$ cat config.mk
export PLATFORM = sky130hd
export DESIGN_NAME = hazard_unit
export DESIGN_NICKNAME = d
export VERILOG_FILES = /design/src/rtl/pipe_pkg.sv /design/src/rtl/sat_counter.sv /design/src/rtl/hazard_unit.sv
export SDC_FILE = /design/constraint.sdc
export NUM_CORES = 1
export LEC_CHECK = 0
export CAP_MARGIN = 20
export CORE_ASPECT_RATIO = 2
export CORE_MARGIN = 3
export CORE_UTILIZATION = 50
export CTS_CLUSTER_DIAMETER = 100
export DETAILED_ROUTE_END_ITERATION = 8
export PLACE_DENSITY = 0.93
export SYNTH_ARGS = -nofsm -noshare
export SYNTH_HDL_FRONTEND = slang
export SYNTH_HIERARCHICAL = 1
export SYNTH_SLANG_ARGS = --single-unit
$ cat constraint.sdc
create_clock -name clk -period 3.4 [get_ports clk]
set_clock_uncertainty 0.2 [all_clocks]
set_input_delay 0.34 -clock clk [delete_from_list [all_inputs] [get_ports clk]]
set_output_delay 0.34 -clock clk [all_outputs]
set_load 0.01 [all_outputs]
$ cat src/rtl/pipe_pkg.sv
// Shared pipeline types: hazard FSM states, MemtoReg encodings
// and the hazard control bundle driven into the pipeline registers.
package pipe_pkg;

    typedef enum logic [0:0] {
        RUN      = 1'b0,
        MDU_WAIT = 1'b1
    } hz_state_e;

    localparam logic [1:0] MEMTOREG_ALU  = 2'b00;
    localparam logic [1:0] MEMTOREG_LOAD = 2'b01;
    localparam logic [1:0] MEMTOREG_PC   = 2'b10;

    typedef struct packed {
        logic pc_wr;
        logic ifid_wr;
        logic ifid_flush;
        logic idex_wr;
        logic idex_flush;
        logic exmem_bubble;
    } hz_ctrl_t;

    localparam hz_ctrl_t HZ_IDLE = '{
        pc_wr:        1'b1,
        ifid_wr:      1'b1,
        ifid_flush:   1'b0,
        idex_wr:      1'b1,
        idex_flush:   1'b0,
        exmem_bubble: 1'b0
    };

endpackage

$ cat src/rtl/sat_counter.sv
// Saturating up-counter used for hazard performance statistics.
// Sticks at all-ones instead of wrapping.
module sat_counter #(
    parameter int W = 32
) (
    input  logic         clk,
    input  logic         reset,
    input  logic         inc,
    output logic [W-1:0] q
);

    // count qualifying cycles, hold once saturated
    always_ff @(posedge clk) begin
        if (reset)
            q <= '0;
        else if (inc && (q != '1))
            q <= q + W'(1);
    end

endmodule

$ cat src/rtl/hazard_unit.sv
// Pipeline hazard controller: load-use, branch/jump flush,
// MDU occupancy of EX and data-memory wait, plus perf counters.
module hazard_unit
    import pipe_pkg::*;
#(
    parameter int MDU_LAT = 4,
    parameter int CNT_W   = 32
) (
    input  logic             clk,
    input  logic             reset,
    input  logic [4:0]       id_rs_i,
    input  logic [4:0]       id_rt_i,
    input  logic             id_uses_rt_i,
    input  logic             id_jump_i,
    input  logic [1:0]       ex_memtoreg_i,
    input  logic             ex_regwr_i,
    input  logic [4:0]       ex_rt_i,
    input  logic             ex_branch_taken_i,
    input  logic             ex_mdu_i,
    input  logic             dmem_wait_i,
    output logic             pc_wr_o,
    output logic             ifid_wr_o,
    output logic             ifid_flush_o,
    output logic             idex_wr_o,
    output logic             idex_flush_o,
    output logic             exmem_bubble_o,
    output logic             mdu_busy_o,
    output logic [CNT_W-1:0] stall_cnt_o,
    output logic [CNT_W-1:0] flush_cnt_o
);

    // first MDU cycle stalls in RUN, so the wait state covers LAT-2 more
    localparam logic [3:0] MCNT_INIT = 4'(MDU_LAT - 2);
    localparam bit         MDU_MULTI = (MDU_LAT > 1);

    hz_state_e  state_q, state_d;
    logic [3:0] mcnt_q, mcnt_d;
    hz_ctrl_t   ctrl;
    logic       load_use;

    assign load_use = (ex_memtoreg_i == MEMTOREG_LOAD)
                    && ex_regwr_i
                    && (ex_rt_i != 5'd0)
                    && ((ex_rt_i == id_rs_i)
                        || (id_uses_rt_i && (ex_rt_i == id_rt_i)));

    // prioritised hazard resolution and FSM next state
    always_comb begin
        ctrl    = HZ_IDLE;
        state_d = state_q;
        mcnt_d  = mcnt_q;
        if (reset) begin
            ctrl = HZ_IDLE;
        end else if (dmem_wait_i) begin
            ctrl.pc_wr   = 1'b0;
            ctrl.ifid_wr = 1'b0;
            ctrl.idex_wr = 1'b0;
        end else begin
            unique case (state_q)
                RUN: begin
                    if (ex_mdu_i && MDU_MULTI) begin
                        ctrl.pc_wr        = 1'b0;
                        ctrl.ifid_wr      = 1'b0;
                        ctrl.idex_wr      = 1'b0;
                        ctrl.exmem_bubble = 1'b1;
                        state_d           = MDU_WAIT;
                        mcnt_d            = MCNT_INIT;
                    end else if (ex_branch_taken_i && !ex_mdu_i) begin
                        ctrl.ifid_flush = 1'b1;
                        ctrl.idex_flush = 1'b1;
                    end else if (load_use) begin
                        ctrl.pc_wr      = 1'b0;
                        ctrl.ifid_wr    = 1'b0;
                        ctrl.idex_flush = 1'b1;
                    end else if (id_jump_i) begin
                        ctrl.ifid_flush = 1'b1;
                    end
                end
                MDU_WAIT: begin
                    if (mcnt_q != 4'd0) begin
                        ctrl.pc_wr        = 1'b0;
                        ctrl.ifid_wr      = 1'b0;
                        ctrl.idex_wr      = 1'b0;
                        ctrl.exmem_bubble = 1'b1;
                        mcnt_d            = mcnt_q - 4'd1;
                    end else begin
                        state_d = RUN;
                    end
                end
            endcase
        end
    end

    // FSM state and MDU down-counter
    always_ff @(posedge clk) begin
        if (reset) begin
            state_q <= RUN;
            mcnt_q  <= 4'd0;
        end else begin
            state_q <= state_d;
            mcnt_q  <= mcnt_d;
        end
    end

    assign pc_wr_o        = ctrl.pc_wr;
    assign ifid_wr_o      = ctrl.ifid_wr;
    assign ifid_flush_o   = ctrl.ifid_flush;
    assign idex_wr_o      = ctrl.idex_wr;
    assign idex_flush_o   = ctrl.idex_flush;
    assign exmem_bubble_o = ctrl.exmem_bubble;
    assign mdu_busy_o     = (state_q == MDU_WAIT);

    sat_counter #(.W(CNT_W)) u_stall_cnt (
        .clk   (clk),
        .reset (reset),
        .inc   (!ctrl.pc_wr),
        .q     (stall_cnt_o)
    );

    sat_counter #(.W(CNT_W)) u_flush_cnt (
        .clk   (clk),
        .reset (reset),
        .inc   (ctrl.ifid_flush),
        .q     (flush_cnt_o)
    );

endmodule
# --- After elaboration in Yosys (flattened, before gate mapping) ---
# Index checks and enable logic that the tools add are counted.
classes:
  n_shift: 0
  n_addsub: 3
  n_div: 0
  n_mux: 28
  n_mul: 0
  reduce_logical: 13
  order_cmp: 0
  n_eq_ne: 7
  n_bitwise: 2
op_table:
  columns: ["operator", "count"]
  rows:
  - ["$add 32x1->32 const B", 2]
  - ["$ne 32x32->1 const B", 2]
  - ["$mux 1", 15]
  - ["$mux 2", 6]
  - ["$eq 5x5->1", 2]
  - ["$mux 4", 2]
  - ["$pmux 4 s2", 1]
  - ["$logic_and 1x1->1", 7]
  - ["$mux 6", 1]
  - ["$reduce_bool 5->1", 1]
  - ["$pmux 1 s2", 2]
  - ["$pmux 2 s2", 1]
  - ["$reduce_bool 4->1", 1]
  - ["$sub 4x1->4 const B", 1]
  - ["$reduce_and 3->1", 1]
  - ["$eq 2x1->1 const B", 1]
  - ["$logic_not 1->1", 2]
  - ["$ne 2x1->1 const B", 1]
  - ["$ne 2x2->1 const B", 1]
  - ["$not 1->1", 2]
  - ["$logic_or 1x1->1", 1]
word_totals:
  n_memories: 0
  inputBits: 25
  ram_bits: 0
  regBits: 69
  romBits: 0
  elab_cells: 57
  latchBits: 0
  output_inout_bits: 71

# --- Depth between registers and ports, before layout ---
logic_depth:
  word_depth: 12
  mapped_depth: 11
  depth_no_buf: 11

# --- By module ---
# Netlist, hierarchy kept.
modules_own_cells:
  columns: ["module", "seq_area_each_um2", "cells_each", "area_each_um2", "instances"]
  rows:
  - ["sat_counter", 640.6, 199, 1674.1, 2]
  - ["hazard_unit", 100.1, 63, 488.0, 1]

# --- Worst setup path before layout ---
# Ideal clock, no wire load.
synth_timing:
  path_type: "register to register"
  from: "register mcnt_q[0]"
  to: "register u_stall_cnt.q[31]"
  n_path_buf: 0
  period_less_slack_ps: 3093
  slack_ps: 307
  required_time_ps: 3079
  t_arrival_ps: 2772
  stages_incl_launch_ff: 12
  setup_time_ps: 121
  cell_sequence: "dfxtp_1 inv_1 ha_1 and4bb_4 nor3_1 nand2_1 o21ai_1 nand4_1 nor4_2 nand4_1 nor4_1 mux2_2"
synth_via:
  elab_chain_cells: 7
synth_lines:
  columns: ["item", "line_no", "text"]
  rows:
  - ["from (decl)", "hazard_unit.sv:37", "logic [3:0] mcnt_q, mcnt_d;"]
  - ["from (signal assigned)", "hazard_unit.sv:101", "mcnt_q <= mcnt_d;"]
  - ["$reduce_bool 4->1", "hazard_unit.sv:80", "if (mcnt_q != 4'd0) begin"]
  - ["$mux 2", "hazard_unit.sv:80", null]
  - ["$pmux 2 s2", "hazard_unit.sv:59", "unique case (state_q)"]
  - ["$mux 2", "hazard_unit.sv:54", "end else if (dmem_wait_i) begin"]
  - ["$mux 6", "hazard_unit.sv:52", "if (reset) begin"]
  - ["$logic_not 1->1", "hazard_unit.sv:116", ".inc (!ctrl.pc_wr),"]
  - ["$logic_and 1x1->1", "sat_counter.sv:16", "else if (inc && (q != '1))"]
  - ["to (signal assigned)", "sat_counter.sv:17", "q <= q + W'(1);"]
  - ["to (decl)", "sat_counter.sv:9", "output logic [W-1:0] q"]
# Every way passes these cells.
# A chain may end at the register's enable or synchronous reset.

# --- Final worst setup path ---
layout_timing:
  from: "register mcnt_q[0]"
  to: "register u_stall_cnt.q[25]"
# The elaborated chain is that of the path after synthesis.

==> reports/metrics.csv <==
metric,value,unit
Max rail drop VDD,0.357,mV
number of port buffers,95,
row count,44,
crit-path max cell delay,420,ps
most common cell in the netlist,dfxtp_1,
GR Overflow Total,0,
wire per inst,18.1,um
largest net degree at the start of global routing,65,
HP Class,in -> reg,
GRT Max-Usage Layer,met2,
worst-margin pin slew,895,ps
placed cell count,641,
largest cells by area after synthesis,"dfxtp_1 (36%), a21oi_1 (6.4%), o31ai_1 (4.7%)",
Clock Sinks,69,
RSZ-0062 raised after global routing,no,
starting density of the core,0.520,
vias in the first global route,4042,
placed inst area,0.00493,mm2
H-tree depth,3,
fin cells,657,
I/O pin cnt,96,
"Avg Cell Area, Syn",8.32,um2
met2 Usage GRT,0.502,
clock power share,0.536,
most area-hungry cell type in the Yosys netlist,dfxtp_1,
"top cells by count, synth","dfxtp_1 (69), a21oi_1 (49), nor2_1 (36)",
full die area,0.00882,mm2
Vias/cell,6.51,
met1 usage,0.283,
crit path DAT,3270,ps
Die H,130,um
Reg2Reg Depth,12,
crit-path max FO,6,
top cell type's share of synthesized area,0.360,
CP endpoint kind,flop,
cell family with most CP delay,simple AND/OR/NAND/NOR gates,
diode count,0,
HPWL after DPL,8320,um
final period utilization,0.948,
Final Hold Viols,0,
met3 usage,0.0689,
hold worst-path end,u_stall_cnt/q[1],
maximum capacitance violations,0,
crit path kind,reg -> reg,
Gate Count Post-Synth,461,
relative slew slack,0.399,
fin worst setup slack,177,ps
Clock Path Buffers,2,
PD cells,392,mW/mm2
final WL,11900,um
final slew viol count,0,
clock-pin slew on the worst setup and hold paths,50,ps
CP bufs+invs,2,
post-synth net total,489,
Critical path origin,mcnt_q[0],
worst-path cell chain,inv_1 > ha_1 > and4bb_4 > nor3_1 > nand2_1 > o21ai_1 > nand4_1 > nor4_2 > buf_4 > nand3_1 > or4_1 > a21oi_1,
first-pass GRT wire length,19100,um
Post-Syn Area,0.00384,mm2
Worst-Skew Late Latency,330,ps
share of the yosys chip area belonging to registers,0.360,
slack of the worst reg-to-reg path,180,ps
setup slack at placement,-53.5,ps
min cycle time layout,3220,ps
layout cell share with drive strength beyond 1,0.0991,
gp weighted congestion,0.908,
Static Leak,0.00164,uW
vias after detailed routing,4276,
endpoints failing setup,0,
"Design Area, Final",0.00530,mm2
min-delay src,reset,
"antenna viol nets, final",0,
Synth Register Bits,69,
Critical Path RT,3450,ps
fraction of registers with async set or reset after synthesis,0,
CP Launch Type,flop,
FMAX,310,MHz
dominant synthesized flop cell,dfxtp_1,
Design Power,2080,uW
CTS root buf,clkbuf_16,
DRT iter0 DRCs,444,
Sequential Power Share,0.398,
All-Layer GR Usage,0.278,
Yosys Warn Count,6,
drt pass-1 iters,5,
P_int,1660,uW
Hold Crit Depth,2,
Reg-to-Reg Start,mcnt_q[0],
core footprint,0.00738,mm2
DRC,0,
fin nets,588,
chip width,67.9,um
CTS tree,yes,
total CTS buffers,9,
initial antenna violation count,0,
post-CTS sizing,0,
# Post-CTS Setup Buffers,0,
combinational share of power,0.066,
Layout area overhead,38.0,%
sw frac,0.200,
reg-to-reg endpoint,u_stall_cnt/q[25],
synth unique cells,51,
switching pwr,415,uW
run status,"complete, no violations",
Post-synth EDFFs,0,
"Slowest-stage cell, CP",or4_1,
Post-CTS Hold Fix Bufs,0,
==> metrics by stage <==
step	util	TNS, ps	hold WS (ps)
floorplan	-	0	236
global placement	0.669	0	274
detailed placement	0.669	-214	282
CTS	0.718	0	157
global route	0.718	0	179
finish	0.718	0	168
==> worst max-delay path by stage <==
stage / slack [ps] / endpoint / depth (start not counted)
finish: 180 / u_stall_cnt/q[25] / 12
global placement: 70 / u_stall_cnt/q[29] / 11
floorplan: 310 / u_stall_cnt/q[31] / 11
detailed placement: -50 / u_stall_cnt/q[29] / 11
CTS: 220 / u_stall_cnt/q[25] / 12
global route: 40 / u_stall_cnt/q[23] / 12
==> layer usage <==
layer	routed length, um	up-vias
met3	646	43
met2	6570	197
li1	-	1971
met5	0	-
met1	4260	2065
met4	427	0
==> placed cells by master (no fill, tap or decap), types with 4 or more instances in the layout <==
cell type	netlist	layout
nor2_1	36	36
o31ai_1	24	24
nand4_1	20	20
xnor2_1	13	13
inv_1	7	7
nor4_2	3	5
buf_4	1	17
nor3_1	8	8
a21oi_1	49	49
dfxtp_1	69	69
clkbuf_16	0	9
nor4_1	11	9
or3_1	20	20
o21ai_0	17	17
clkdlybuf4s50_1	0	94
and3_1	6	6
or4_1	24	24
nor3b_1	4	4
nor2b_1	5	5
xor2_1	11	11
nand2_1	23	23
nand3_1	26	26
and4_1	8	8
o21ai_1	4	4
a2111oi_0	4	4
==> sequential cells by signal, indices dropped and copies added, names as in the netlist <==
name,cells
u_stall_cnt/q,32
mdu_busy_o,1
u_flush_cnt/q,32
mcnt_q,4
==> cell type report <==
| type | count | area, um2 |
|---|---|---|
| fill | 556 | 2080 |
| multi-input combinational | 361 | 2340 |
| clock inverter | 3 | 90.1 |
| clock buffer | 13 | 270 |
| sequential | 69 | 1380 |
| inverter | 7 | 26.3 |
| timing repair buffer | 112 | 1070 |
| tap | 92 | 115 |
==> power by group through the flow <==
stage	combinational (uW)	clock [uW]	sequential, uW
after detailed placement	134	0	843
final	138	1110	826
after floorplan	67.5	0	842
after global placement	129	0	842
after global routing	148	1160	826
after CTS	136	1120	826
==> cell families after synthesis <==
logic type / count (synthesis) / share of synthesized area
flip-flops: 69 / 0.360
XOR/XNOR: 24 / 0.0548
AO/OA/AOI/OAI: 113 / 0.189
AND/OR/NAND/NOR: 215 / 0.335
buffers and inverters: 31 / 0.0336
adder cells (fa/ha/maj): 3 / 0.00979
multiplexers: 6 / 0.0170
No activity file was read; power rests on OpenSTA's default activity.
==> variant 1, RTL diff (same flow settings) <==
Put a register stage on the output `flush_cnt_o`, cleared by the reset. The value now appears one clock later. The other outputs are not delayed to match.
--- a/src/rtl/hazard_unit.sv
+++ b/src/rtl/hazard_unit.sv
@@ -34,2 +34,4 @@
     localparam bit         MDU_MULTI = (MDU_LAT > 1);
+
+    logic [CNT_W-1:0] flush_cnt_d;
 
@@ -123,5 +125,13 @@
         .inc   (ctrl.ifid_flush),
-        .q     (flush_cnt_o)
+        .q     (flush_cnt_d)
     );
 
+    always_ff @(posedge clk) begin
+        if (reset) begin
+            flush_cnt_o <= '0;
+        end else begin
+            flush_cnt_o <= flush_cnt_d;
+        end
+    end
+
 endmodule
Check against the original RTL: not equivalent (a bounded check fails within 4 cycles, from zero or initial values and one cycle with reset high).
==> variant 1 against the original RTL <==
- total power rose by 15%
- wire length rose by 7.1%
- area after synthesis rose by 22%
- cell area rose by 15%
- sequential cell count rose by 32
- non-clock buffer count rose by 1
- first-iteration DRC count fell by 32%
- clock power fell by 6%
- worst setup slack improved by 0.079 ns
- largest power group is now sequential cells
- highest routed layer unchanged
==> variant 1: results (changes against the original RTL) <==
- Status: finished, final reports clean
- Clk pwr share: 43.7% (-9.9 points)
- Worst path arrival time: 3.18 ns (-0.09 ns)
- Top post-synthesis cells by count: dfxtp_1 (101), a21oi_1 (49), nor2_1 (36)
- Critical path endpoint: u_flush_cnt/q[31]
- Switching Share: 22.8% (+2.8 points)
- Dpl ws: -0.103 ns (-0.0492 ns)
- Met2 Track Usage GR: 44.8% (-5.4 points)
- Area contributors post-synth: dfxtp_1 (43%), a21oi_1 (5.2%), nor2b_1 (4.5%)
- Worst slew pin tran: 0.985 ns (+0.0904 ns)
- Worst VDD drop: 0.341 mV (-4.5%)
- Largest delay share family, worst path: buffers and inverters
- Overall Global Routing Usage: 24.5% (-3.3 points)
- Crit path launch: ex_rt_i[2]
- Met3 WL: 532 um (-18%)
- Global placement routability congestion: 0.949 (+4.5%)
- Hold EP: u_stall_cnt/q[2]
- Met2 wire length: 7240 um (+10%)
- Hpwl dp: 9190 um (+10%)
- Vias after detailed routing: 4581 (+7.1%)
- Non-Filler Instances: 732 (+11%)
- Logic pwr share: 6.0% (-0.6 points)
- Hold WS: 0.0568 ns (-0.111 ns)
- Largest net degree at the start of global routing: 104 (+60%)
- NetSw: 542 uW (+31%)
- Layout cell share with drive strength beyond 1: 9.21% (-0.71 points)
- Metal-1 WL: 4450 um (+4.4%)
- Initial drt markers: 303 (-32%)
==> variant 1: cell types whose count changed after synthesis, sizes merged <==
cell / before / now
nor2b: 5 / 34
and2b: 0 / 3
dfxtp: 69 / 101
clkbuf: 17 / 20
==> variant 1: kinds of logic (layout without fill, tap and decap cells) <==
logic type | after synthesis | count (layout) | share of synthesized area [%]
AND/OR/NAND/NOR | 247 | 247 | 31.8
AO/OA/AOI/OAI | 113 | 113 | 15.5
flip-flops | 101 | 101 | 43.1
buffers and inverters | 34 | 136 | 2.96
XOR/XNOR | 24 | 24 | 4.48
multiplexers | 6 | 6 | 1.39
adder cells (fa/ha/maj) | 3 | 3 | 0.800
==> variant 1: cell type report <==
type	instances	area [um2]
Clock buffer	9	225
Clock inverter	7	80.1
Fill cell	713	2960
Inverter	7	26.3
Multi-Input combinational cell	393	2550
Sequential cell	101	2020
Tap cell	102	128
Timing Repair Buffer	113	1080
==> variant 2, RTL diff (same flow settings) <==
Without the edit above. The parameter `CNT_W` goes from 32 to 40.
--- a/src/rtl/hazard_unit.sv
+++ b/src/rtl/hazard_unit.sv
@@ -6,3 +6,3 @@
     parameter int MDU_LAT = 4,
-    parameter int CNT_W   = 32
+    parameter int CNT_W   = 40
 ) (
Ports: changed (resized flush_cnt_o and stall_cnt_o); port bits go from 96 to 112. No check against the original RTL was run, so the function may have changed too.
==> variant 2 against the original RTL <==
- sequential cell count is 16 higher
- largest cell class unchanged
- wire length is 39% higher
- via count is 32% higher
- worst setup slack better by 0.0070 ns
- area after synthesis is 29% higher
- total power is 5.7% higher
- first-iteration DRC count is 50% higher
- cell area is 24% higher
==> variant 2: results (changes against the original RTL) <==
- Largest net degree at the start of global routing: 50 (-23%)
- Worst path arrival time: 3.29 ns (+0.02 ns)
- Largest regs: u_flush_cnt/q (40), u_stall_cnt/q (40), mcnt_q (4)
- Largest stage delay, worst path: 0.56 ns (+0.14 ns)
- Top post-synthesis cells by count: dfxtp_1 (85), a21oi_1 (75), o31ai_1 (40)
- Number of global-route vias before repair: 5545 (+37%)
- Post-Syn Nets: 623 (+27%)
- Final #Nets: 747 (+27%)
- Hpwl dp: 12100 um (+46%)
- Fin util: 69.3% (-2.5 points)
- Initial drt markers: 668 (+50%)
- First-pass GRT wire length: 26400 um (+38%)
- Status: finished, final reports clean
- Clock Latency Late Sink: 0.35 ns (+0.02 ns)
- Non-Filler Instances: 855 (+30%)
- Pre-antenna DRT Iters: 6 (+1)
- Register area share after synthesis: 34.4% (-1.6 points)
- Area contributors post-synth: dfxtp_1 (34%), a21oi_1 (7.6%), o31ai_1 (6.1%)
- Min-delay worst type: flop to flop
- Average size of a mapped cell: 8.30 um2 (-0.23%)
- Cell count after placement: 838 (+31%)
- Smallest setup slack after layout: 0.184 ns (+0.00695 ns)
- Port Buffers: 111 (+17%)
- Overall Global Routing Usage: 28.7% (+0.94 points)
- Slew headroom: 33.9% (-6.0 points)
- WL/cell: 19.4 um (+7.1%)
- Global placement routability congestion: 1.02 (+12%)
==> variant 2: through the flow <==
stage / hold WS, ns / total power [mW] / setup TNS [ns]
3_5_place_dp: 0.295 / 1.16 / -0.111
6_report: 0.305 / 2.19 / 0
2_1_floorplan: 0.236 / 1.10 / 0
3_3_place_gp: 0.266 / 1.16 / 0
5_1_grt: 0.329 / 2.25 / 0
4_1_cts: 0.303 / 2.21 / 0
==> variant 2: path summary, 6_finish.rpt <==
kind | end | from | depth (start not counted)
worst min-delay path | mcnt_q[3] | mcnt_q[3] | 2
worst max register to register | u_stall_cnt/q[36] | mcnt_q[0] | 12
worst max-delay path | u_stall_cnt/q[36] | ex_rt_i[3] | 11
worst min register to register | mcnt_q[3] | mcnt_q[3] | 2
==> variant 2: cell families (layout without fill, tap and decap cells) <==
group | count (synthesis) | after routing | synth area share (%)
adder cells (fa/ha/maj) | 3 | 3 | 0.760
other | 0 | 1 | 0
multiplexers | 6 | 6 | 1.52
AO/OA/AOI/OAI | 159 | 159 | 19.0
XOR/XNOR | 16 | 16 | 2.84
AND/OR/NAND/NOR | 291 | 291 | 37.4
flip-flops | 85 | 85 | 34.4
buffers and inverters | 35 | 164 | 4.03
==> variant 2: worst reg2reg max path: stages, from the launching register on <==
cell and delay, ns:
dfxtp_1 0.38, inv_1 0.07, ha_1 0.23, and4bb_4 0.24, nor3_1 0.13, nand2_1 0.09
o21ai_1 0.21, buf_4 0.18, nand3_1 0.11, nor4_1 0.21, o311ai_1 0.34, or4_1 0.56
a21oi_1 0.15
==> variant 2: final cells by class <==
cell class	instances	share of cell area [%]
inverters	9	0.513
flip-flops and latches	85	25.8
well taps	130	2.47
clock inverters	4	0.817
repair buffers	139	20.0
clock buffers	12	4.04
multi-input cells	475	46.3
diodes	1	0.0380
==> variant 2: power groups by stage <==
stage,sequential [mW],clock [mW],combinational [mW]
CTS,1.01,1.07,0.132
global placement,1.03,0,0.125
floorplan,1.03,0,0.0634
finish,1.01,1.05,0.133
detailed placement,1.03,0,0.131
global route,1.01,1.10,0.142
==> variant 2: metal layers <==
| metal | global-route usage [%] | up-vias | routed length, um |
|---|---|---|---|
| met3 | 4.38 | 84 | 794 |
| met5 | 0 | - | 0 |
| met4 | 19.6 | 0 | 932 |
| li1 | - | 2571 | - |
| met1 | 27.5 | 2672 | 5730 |
| met2 | 54.7 | 308 | 9130 |
